==> src/rtl/tag_retire_queue.sv <==
// tag_retire_queue: in-order retirement queue on the rename-tag return path.
// Entries are recorded at dispatch in program order, marked complete by CDB
// broadcasts, and retired strictly from the head. Each retirement returns its
// tag to the free list and presents the register-commit information.
module tag_retire_queue #(
    parameter int DEPTH = 32
) (
    input  logic       clock,
    input  logic       nreset,
    input  logic       flush_valid,
    input  logic       dispatch_valid,
    input  logic [4:0] dispatch_tag,
    input  logic [4:0] dispatch_rd,
    input  logic       dispatch_rd_valid,
    input  logic       cdb_valid,
    input  logic [4:0] cdb_tag,
    input  logic       retire_ready,
    output logic       retire_valid,
    output logic [4:0] retire_tag,
    output logic [4:0] retire_rd,
    output logic       retire_rd_valid,
    output logic       queue_empty,
    output logic       queue_full,
    output logic [5:0] count
);

    // Pointers carry a wrap bit in [5]; entries are indexed by [4:0].
    logic [5:0]       wp_q, wp_d;
    logic [5:0]       rp_q, rp_d;
    logic [4:0]       tag_q [DEPTH];
    logic [4:0]       tag_d [DEPTH];
    logic [4:0]       rd_q  [DEPTH];
    logic [4:0]       rd_d  [DEPTH];
    logic [DEPTH-1:0] rdv_q, rdv_d;
    logic [DEPTH-1:0] done_q, done_d;

    logic [5:0] count_s;
    logic       empty_s;
    logic       full_s;
    logic       retire_valid_s;
    logic       retire_fire_s;

    // True when slot idx lies inside the occupied window starting at head.
    function automatic logic in_window(input logic [4:0] idx,
                                       input logic [4:0] head,
                                       input logic [5:0] cnt);
        logic [4:0] off;
        off = idx - head;
        return ({1'b0, off} < cnt);
    endfunction

    // Occupancy status and head-retirement qualification from current state.
    always_comb begin
        count_s        = wp_q - rp_q;
        empty_s        = (wp_q == rp_q);
        full_s         = (wp_q[5] != rp_q[5]) && (wp_q[4:0] == rp_q[4:0]);
        retire_valid_s = !empty_s && done_q[rp_q[4:0]] && !flush_valid;
        retire_fire_s  = retire_valid_s && retire_ready;
    end

    assign retire_valid    = retire_valid_s;
    assign retire_tag      = tag_q[rp_q[4:0]];
    assign retire_rd       = rd_q[rp_q[4:0]];
    assign retire_rd_valid = rdv_q[rp_q[4:0]];
    assign queue_empty     = empty_s;
    assign queue_full      = full_s;
    assign count           = count_s;

    // Next-state: flush dominates; otherwise CDB marking, dispatch, retire.
    always_comb begin
        wp_d   = wp_q;
        rp_d   = rp_q;
        tag_d  = tag_q;
        rd_d   = rd_q;
        rdv_d  = rdv_q;
        done_d = done_q;
        if (flush_valid) begin
            wp_d   = 6'd0;
            rp_d   = 6'd0;
            done_d = {DEPTH{1'b0}};
        end else begin
            // Only occupied entries may be marked; the slot being written
            // this cycle is outside the window, so a same-cycle CDB for the
            // new tag is ignored.
            for (int i = 0; i < DEPTH; i++) begin
                if (cdb_valid && in_window(5'(i), rp_q[4:0], count_s) &&
                    (tag_q[i] == cdb_tag)) begin
                    done_d[i] = 1'b1;
                end else begin
                    done_d[i] = done_q[i];
                end
            end
            // Fullness is judged on current state; a same-cycle retire
            // does not make room.
            if (dispatch_valid && !full_s) begin
                tag_d[wp_q[4:0]]  = dispatch_tag;
                rd_d[wp_q[4:0]]   = dispatch_rd;
                rdv_d[wp_q[4:0]]  = dispatch_rd_valid;
                done_d[wp_q[4:0]] = 1'b0;
                wp_d              = wp_q + 6'd1;
            end else begin
                wp_d = wp_q;
            end
            if (retire_fire_s) begin
                rp_d = rp_q + 6'd1;
            end else begin
                rp_d = rp_q;
            end
        end
    end

    // State registers with asynchronous clear of pointers and all entries.
    always_ff @(posedge clock or negedge nreset) begin
        if (!nreset) begin
            wp_q   <= 6'd0;
            rp_q   <= 6'd0;
            rdv_q  <= {DEPTH{1'b0}};
            done_q <= {DEPTH{1'b0}};
            for (int i = 0; i < DEPTH; i++) begin
                tag_q[i] <= 5'd0;
                rd_q[i]  <= 5'd0;
            end
        end else begin
            wp_q   <= wp_d;
            rp_q   <= rp_d;
            rdv_q  <= rdv_d;
            done_q <= done_d;
            for (int i = 0; i < DEPTH; i++) begin
                tag_q[i] <= tag_d[i];
                rd_q[i]  <= rd_d[i];
            end
        end
    end

endmodule

==> config.mk <==
export PLATFORM = sky130hd
export DESIGN_NAME = tag_retire_queue
export DESIGN_NICKNAME = d
export VERILOG_FILES = /design/src/rtl/tag_retire_queue.sv
export SDC_FILE = /design/constraint.sdc
export NUM_CORES = 1
export LEC_CHECK = 0
export CORE_MARGIN = 2
export CORE_UTILIZATION = 50
export CTS_CLUSTER_SIZE = 25
export DETAILED_ROUTE_END_ITERATION = 6
export PLACE_DENSITY = 0.64
export SYNTH_ARGS = -nofsm -noshare
export SYNTH_HDL_FRONTEND = slang
export SYNTH_SLANG_ARGS = --single-unit
==> constraint.sdc <==
create_clock -name clock -period 9.6 [get_ports clock]
set_input_delay 1.44 -clock clock [delete_from_list [all_inputs] [get_ports clock]]
set_output_delay 1.44 -clock clock [all_outputs]
set_load 0.02 [all_outputs]
==> flow_metrics.tcl, run 1 <==
set metrics [dict create \
    tightest_slew_ns 1.26 \
    die_w_um 214 \
    switching_share_pct 24.8 \
    core.rowCount 76 \
    synth_top_family_by_area "multiplexers" \
    drt-total-wl_um 60200 \
    dp_worst_setup_slack_ns 4.38 \
    rr_worst_depth 8 \
    synth-xor-area-share_pct 7.76 \
    synth_area_um2 22000 \
    combPwrFrac_pct 10.4 \
    skew_ns 0.0140 \
    fin_crit_ns 5.86 \
    synthCells 1702 \
    syn2layout_area_growth_pct 10.7 \
    synth_compound_area_share_pct 4.69 \
    synthAdderAreaFrac_pct 3.24 \
    async_flop_share_pct 100 \
    clock.fmax_ghz 0.171 \
    timing.rr.start "rp_q[1]$_DFFE_PN0P_" \
    grt.overflow.total 0 \
    endpoint "count[4]" \
    layout.nets 1752 \
    cts_buffer_depth 3 \
    cts-hold-fix-buffers 0 \
    dr.pass1.iters 5 \
    ys.flop_type "dfrtp_1" \
    wl_per_cell_um 26.1 \
    power.leakage_nw 11.1 \
    p_seq_share_pct 45.0 \
    cts_resized 0 \
    hold_class "reg2reg" \
    cts_setup_buffers 0 \
    core_area_um2 43300 \
    crit_fanout 54 \
    slew_violations 0 \
    holdPathStages 1 \
    synth_edf_count 0 \
    fillers 3599 \
    synth_fp_nets 1764 \
    cts-root-buf "clkbuf_16" \
    ir_worst_vdd_mv 0.155 \
    dp_hpwl_um 39700 \
    num_antenna_cells 0 \
    p_int_mw 2.98 \
    cts_sinks 396 \
    start_util_pct 50.9 \
    drive_gt1_share_pct 35.6 \
    r2r_end "rd_q[73]$_DFFE_PN0P_" \
    maxCapViolations 0 \
    h-tree-depth 2 \
    start_kind "register" \
    synth_top_area_share_pct 45.0 \
    antenna_left 0 \
    vias 14165 \
    dieArea_um2 45700 \
    cp.arrival_ns 4.42 \
    finalSetupTns_ns 0 \
    track_usage_pct 27.5 \
    final_area_um2 24400 \
    gp_congestion 0.961 \
    mostFrequentLayoutCell "dfrtp_1" \
    io_pins 42 \
    layout_setup_ws_ns 3.74 \
    switching_power_mw 0.985 \
    period_share_pct 61.0 \
    p_per_area_nw_per_um2 163 \
    synth-simple-area-share_pct 5.56 \
    startpoint "rp_q[1]$_DFFE_PN0P_" \
    pwr-share-clk_pct 44.6 \
    report.final.hold_viol_count 0 \
    drc 0 \
    cts_tree "yes" \
    crit_required_ns 8.16 \
    power_mw 3.96 \
    drt_iter0_drc 1050 \
    most-common-layout-cells "dfrtp_1 (393), mux2_2 (353), xor2_1 (126)" \
    timing.slew.headroom_pct 15.8 \
    cp-end-kind "output port" \
    critical_path_class "reg2out" \
    synth_mux_area_share_pct 30.4 \
    yosysTopAreaCell "dfrtp_1" \
    synthTopCellsByArea "dfrtp_1 (45%), mux2_2 (18%), mux4_2 (12%)" \
    setup_viol 0 \
    clock_latency_ns 0.57 \
    place_inst 2229 \
    syn_area_per_cell_um2 12.9 \
    cts.clk_slew.worst_paths_ns 0.06 \
    ys_ff_latch 396 \
    io_buffers 41 \
    cts_made_buffers 44 \
    grt_pass1_vias 14666 \
    dieHeight_um 214 \
    reg2reg_slack_ns 4.39 \
    vias_per_cell 6.14 \
    rsz0062_at_grt "false" \
    synth.yosys.seq_area_share_pct 45.0 \
    synth.yosys.warnings 0 \
    grt_pass1_wl_um 92800 \
    postPlaceCellArea_um2 22900 \
    grt_max_degree 177 \
    status "finished, final reports clean" \
    synth_cell_types 59 \
    final_cells 2307 \
    antenna_found_initial 2 \
]
[power groups by stage]
stage	combinational (mW)	sequential, mW	clock [mW]
2_1_floorplan	0.256	1.79	0
3_3_place_gp	0.408	1.81	0
3_5_place_dp	0.413	1.81	0
4_1_cts	0.415	1.78	1.80
5_1_grt	0.444	1.79	1.87
6_report	0.412	1.78	1.77
[stage by stage]
step	hold slack (ns)	utilization, %
global route	0.509	56.3
finish	0.502	56.3
detailed placement	0.488	52.8
CTS	0.502	56.3
floorplan	0.474	-
global placement	0.482	52.8
[cell usage after synthesis (all sizes together) (5+ instances only)]
cell type and count:
nor4 36, o211ai 9, buf 72, o21ai 16, xor2 126, a31oi 17
nand3 9, inv 22, ha 38, a21oi 33, and2 8, mux4 115
or2 6, nand2 72, nand4 5, o21a 7, mux2i 13, nor2 65
a21o 8, o31ai 9, and3 15, mux2 353, nor2b 11, dfrtp 396
nor3 14, maj3 19, clkbuf 73, a211oi 10, xnor2 67, o31a 7
a221oi 13
[worst min-delay path by stage]
stage / slack, ns / end / from
after CTS: 0.50 / rd_q[123]$_DFFE_PN0P_ / rd_q[123]$_DFFE_PN0P_
after global routing: 0.51 / rd_q[104]$_DFFE_PN0P_ / rd_q[104]$_DFFE_PN0P_
after detailed placement: 0.49 / rd_q[123]$_DFFE_PN0P_ / rd_q[123]$_DFFE_PN0P_
after floorplan: 0.47 / rd_q[24]$_DFFE_PN0P_ / rd_q[24]$_DFFE_PN0P_
final: 0.50 / rd_q[141]$_DFFE_PN0P_ / rd_q[141]$_DFFE_PN0P_
after global placement: 0.48 / rd_q[43]$_DFFE_PN0P_ / rd_q[43]$_DFFE_PN0P_
[cells by family after synthesis]
logic type,after synthesis
AOI/OAI and AO/OA,150
xor gates and xnor gates,193
adders and majority gates,59
buffers and inverters,170
DFF,396
muxes,481
and+or+nand+nor,253
[final cells by class]
| cell class | count | area (um2) | share of cell area (%) |
|---|---|---|---|
| multi-input cells | 1136 | 11400 | 46.7 |
| well taps | 585 | 732 | 3.00 |
| clock buffers | 62 | 1290 | 5.29 |
| repair buffers | 87 | 743 | 3.05 |
| clock inverters | 16 | 213 | 0.873 |
| flip-flops and latches | 396 | 9920 | 40.7 |
| inverters | 25 | 93.8 | 0.385 |
[worst max-delay path: stages, from the launching register on]
cell and delay [ns]:
dfrtp_4 1.04, inv_1 0.45, fa_1 0.58, a211o_1 0.30, nand3_1 0.08, nand2_1 0.05
buf_4 0.23, inv_2 0.37, clkdlybuf4s50_1 0.69
[flip-flops by register name, indices dropped and copies added (netlist names)]
signal  count
rd_q      160
tag_q     160
done_q     32
rdv_q      32
rp_q        6
wp_q        6
[per-layer routing]
| layer | global-route usage [%] | part of all wire, % | vias up |
|---|---|---|---|
| met5 | 0 | 0.043 | - |
| met4 | 10.0 | 3.7 | 4 |
| met3 | 4.79 | 5.4 | 120 |
| met2 | 43.6 | 47 | 416 |
| met1 | 38.3 | 44 | 7453 |
| li1 | - | - | 6172 |
Power figures use the tool's default switching activity.
==> run 2, diff against run 1 <==
==> constraint.sdc (replaced) <==
create_clock -name clock -period 5.9 [get_ports clock]
set_input_delay 0.885 -clock clock [delete_from_list [all_inputs] [get_ports clock]]
set_output_delay 0.885 -clock clock [all_outputs]
set_load 0.02 [all_outputs]
==> run 2 against run 1 <==
Setup slack got worse by 2.7 ns. Cell count rose by 0.56%. Routed wire length rose by 0.43%. Critical path type unchanged.
==> flow_metrics.tcl, run 2 (synthesis results as in run 1) <==
set metrics [dict create \
    status "finished, final reports clean" \
    grt_pass1_vias 14661 \
    cp.depth 7 \
    timing.rr.start "rp_q[1]$_DFFE_PN0P_" \
    num_antenna_cells 0 \
    crit_slowest_cell "dfrtp_4" \
    antenna_left 0 \
    crit_buf_inv 3 \
    cts_resized 0 \
    cts_tree "yes" \
    cts-root-buf "clkbuf_16" \
    timing.slew.headroom_pct 20.8 \
    whs_ns 0.350 \
    antenna_found_initial 1 \
    finalSetupTns_ns 0 \
    cts-hold-fix-buffers 0 \
    ir_worst_vdd_mv 0.239 \
    track_usage_pct 27.4 \
    syn2layout_area_growth_pct 11.4 \
    reg2reg_slack_ns 1.58 \
    skew_ns 0.0187 \
    r2r_end "rd_q[77]$_DFFE_PN0P_" \
    rsz0062_at_grt "false" \
    fin_crit_ns 4.82 \
    fillers 3545 \
    core_area_um2 43300 \
    drt_iter0_drc 1363 \
    ff_latch_area_um2 9920 \
    rr_worst_depth 9 \
    io_buffers 41 \
    reg.largest.list "rd_q (160), tag_q (160)" \
    crit_chain "inv_1 > fa_1 > a211o_1 > nand3_1 > nand2_1 > inv_2 > clkdlybuf4s50_1" \
    cts_made_buffers 43 \
    most-common-layout-cells "dfrtp_1 (393), mux2_2 (353), xor2_1 (126)" \
    gp_congestion 0.921 \
    wl_per_cell_um 26.1 \
    core.rowCount 76 \
    dp_hpwl_um 40200 \
    drc 0 \
    clock.fmax_ghz 0.207 \
    setup_viol 0 \
    final_core_util_pct 56.7 \
    cts_setup_buffers 0 \
    start_kind "register" \
    grt_pass1_wl_um 92900 \
    drive_gt1_share_pct 36.1 \
    cp-end-kind "output port" \
    p_per_area_nw_per_um2 265 \
    io_pins 42 \
    hold_class "in2async" \
    vias 14388 \
    crit_fanout 47 \
    vias_per_cell 6.20 \
    cts.clk_slew.worst_paths_ns 0.06 \
    dieHeight_um 214 \
    dr.pass1.iters 5 \
    power.leakage_nw 11.2 \
    cp.arrival_ns 3.94 \
    clock_latency_ns 0.58 \
    tightest_slew_ns 1.18 \
    slew_violations 0 \
    cpLargestDelayFamily "buffers and inverters" \
    maxCapViolations 0 \
    dieArea_um2 45700 \
    mostFrequentLayoutCell "dfrtp_1" \
    report.final.hold_viol_count 0 \
    layout.nets 1764 \
    grt_max_degree 109 \
    crit_required_ns 5.02 \
    h-tree-depth 2 \
    cts_buffer_depth 3 \
    drt-total-wl_um 60400 \
    die_w_um 214 \
    critPathMaxStageDelay_ns 0.91 \
    multi_input_area_um2 11400 \
    cts_sinks 396 \
    grt.overflow.total 0 \
    period_share_pct 81.7 \
    critical_path_class "reg2out" \
    start_util_pct 50.9 \
]
-- run 2: cell count changes in the layout (fill, tap and decap cells not counted), moves of 3 or more --
cell,before,now
buf_12,1,4
buf_4,45,55
clkinv_2,9,4
clkinvlp_4,0,4
-- run 2: worst max-delay path by stage --
stage	slack (ns)	start	end
3_3_place_gp	1.73	rp_q[0]$_DFFE_PN0P_	retire_rd[4]
4_1_cts	1.08	rp_q[1]$_DFFE_PN0P_	count[4]
3_5_place_dp	1.65	rp_q[1]$_DFFE_PN0P_	rd_q[77]$_DFFE_PN0P_
2_1_floorplan	2.09	rp_q[2]$_DFFE_PN0P_	done_q[6]$_DFF_PN0_
6_report	1.08	rp_q[1]$_DFFE_PN0P_	count[4]
5_1_grt	0.92	rp_q[1]$_DFFE_PN0P_	count[4]
-- run 2: area by class of cell --
type,count,area share (%)
Multi-Input combinational cell,1136,46.4
Sequential cell,396,40.4
Clock buffer,61,5.20
Timing Repair Buffer,100,3.56
Tap cell,585,2.98
Clock inverter,17,1.08
Inverter,25,0.383
-- run 2: through the flow --
step / std cells / total power, mW / area [um2] / worst slack [ns]
after CTS: 2320 / 6.56 / 24500 / 1.08
after global placement: 2242 / 3.62 / 23000 / 1.73
after detailed placement: 2242 / 3.63 / 23000 / 1.65
after global routing: 2320 / 6.73 / 24500 / 0.920
final: 2320 / 6.50 / 24500 / 1.08
after floorplan: 1702 / 3.33 / 22000 / 2.09
-- run 2: routing by layer --
metal	track usage, %	vias up	share of wire (%)
li1	-	6190	-
met1	39.6	7574	44
met2	42.5	521	46
met3	3.97	103	6.5
met4	9.89	0	3.2
met5	0	-	0
-- run 2: power breakdown --
| group | leakage [nW] | switching [mW] | total, mW | internal [mW] |
|---|---|---|---|---|
| clock | 0.745 | 1.15 | 2.92 | 1.77 |
| combinational | 4.99 | 0.387 | 0.683 | 0.295 |
| sequential | 5.46 | 0.0834 | 2.90 | 2.82 |
| total | 11.2 | 1.62 | 6.50 | 4.88 |
==> edit, RTL diff (settings of run 2) <==
Change the parameter `DEPTH` from 32 to 16.
--- a/src/rtl/tag_retire_queue.sv
+++ b/src/rtl/tag_retire_queue.sv
@@ -3,7 +3,7 @@
 // broadcasts, and retired strictly from the head. Each retirement returns its
 // tag to the free list and presents the register-commit information.
 module tag_retire_queue #(
-    parameter int DEPTH = 32
+    parameter int DEPTH = 16
 ) (
     input  logic       clock,
     input  logic       nreset,
Check against the original RTL: same outputs for any inputs over 4 cycles, from zero or initial values and one cycle with nreset low; that may be too few to reach the edited logic, so the function may still have changed.
==> edit against run 2 <==
Combinational power down 20%; synthesized area decreased by 46%; clock skew down 0.0051 ns; via count shrank 47%; synthesized cell count decreased by 45%; wire length fell by 50%; sequential cell count fell by 192; power decreased by 44%; final area is 45% lower; maximum frequency up 3.8%; worst setup slack improved by 0.18 ns; critical path type unchanged.
==> edit: results <==
outcome:
  outcome: "complete, no violations"
logic_synthesis:
  ys.flop_type: "dfrtp_1"
  seq_area_frac_synth_pct: 42.8
  synth_fp_nets: 991
  ys_types: 59
  synth.area.top_cells: "dfrtp_1 (43%), mux2_2 (16%), mux4_2 (10%)"
  yosys-top-cells-count: "dfrtp_1 (204), mux2_2 (168), xor2_1 (70)"
  synthArstFlopShare_pct: 100
  yosysWarnings: 0
place:
  gp_congestion: 0.840
  pre_cts_slack_ns: 1.77
  hpwl_um: 20500
  io_buffers: 41
clock_tree:
  cts_buffers: 25
  post_cts_resized: 0
  cts-root-buf: "clkbuf_16"
  post_cts_buffers: 0
  htreeDepth: 1
  clk_latency_ns: 0.53
  path_clk_slew_ns: 0.06
  cts_buffer_depth: 3
power_and_ir_drop:
  p_leak_nw: 6.04
  ir_drop_uv: 243
worst_setup_path:
  path_max_fanout: 30
  worstPathArrival_ns: 3.76
finish:
  finish.net_count: 1009
  largest_registers: "rd_q (80), tag_q (80)"
  num_antenna_cells: 0
  drive_gt1_share_pct: 31.5
  fillCellCount: 1960
drt:
  avgViaCountPerCell: 5.96
  dr.pass1.iters: 5
  totalWireLength_um: 30400
  drt-initial-drc-count: 490
sta:
  skew_ns: 0.0135
  slew-limit-headroom_pct: 23.9
grt:
  grt_pass1_vias: 7801
  grtUsageTotal_pct: 25.4
  grt_pass1_wl_um: 47700
  antenna_found_initial: 0
  grt_max_degree: 108
worst_hold_path:
  hold_path.class: "in -> async"
==> edit: report_power, final <==
part           switching (mW)  leakage [nW]  internal (mW)  total [mW]
Sequential             0.0748          2.78           1.50        1.57
Clock                   0.624         0.409          0.912        1.54
Combinational           0.279          2.85          0.268       0.547
==> edit: final timing paths <==
kind,slack (ns),endpoint,cells past startpoint,startpoint
hold / removal,0.48,rd_q[38],1,nreset
setup / recovery,1.26,count[5],7,rp_q[1]
max in group asynchronous,4.23,done_q[0],2,nreset
hold reg to reg,0.49,rd_q[43],1,rd_q[43]
setup reg to reg,1.93,tag_q[11],9,rp_q[1]
min in group clock,0.49,rd_q[43],1,rd_q[43]
==> edit: area by class of cell <==
type / count / area (µm²) / share of cell area, %
clock buffer: 32 / 682 / 5.09
multi-input combinational: 646 / 6470 / 48.3
inverter: 21 / 81.3 / 0.607
tap: 319 / 399 / 2.98
clock inverter: 13 / 144 / 1.07
timing repair buffer: 53 / 504 / 3.76
sequential: 204 / 5110 / 38.2
==> edit: cell families (layout without fill, tap and decap cells) <==
kind of cell               count (synthesis)  in the layout  synth area share [%]
DFF                                      204            204                  42.8
muxes                                    242            242                  27.9
and+or+nand+nor                          130            130                  5.93
adders and majority gates                 61             61                  6.01
xor gates and xnor gates                 115            115                  8.59
buffers and inverters                     83            119                  3.03
AOI/OAI and AO/OA                         98             98                  5.77
==> edit: worst max-delay path: stages, from the launching register on <==
cell and delay, ns:
dfrtp_2 0.90, inv_1 0.32, ha_1 0.38, nand2b_1 0.09, a21oi_1 0.17, mux2i_1 0.25
nand2_1 0.43, clkdlybuf4s50_1 0.69
==> edit: per-stage QoR <==
step / cell area (µm²) / power, mW / instances
global route: 13400 / 3.81 / 1288
finish: 13400 / 3.66 / 1288
global placement: 12600 / 2.14 / 1243
detailed placement: 12600 / 2.15 / 1243
CTS: 13400 / 3.69 / 1288
floorplan: 11900 / 1.94 / 933
==> edit: per-layer routing <==
layer	wire, µm	track usage, %	vias to the layer above
met5	0	0	-
met4	1040	8.07	0
met3	1280	3.21	52
met2	14200	40.3	171
met1	13900	36.6	3971
li1	-	-	3486
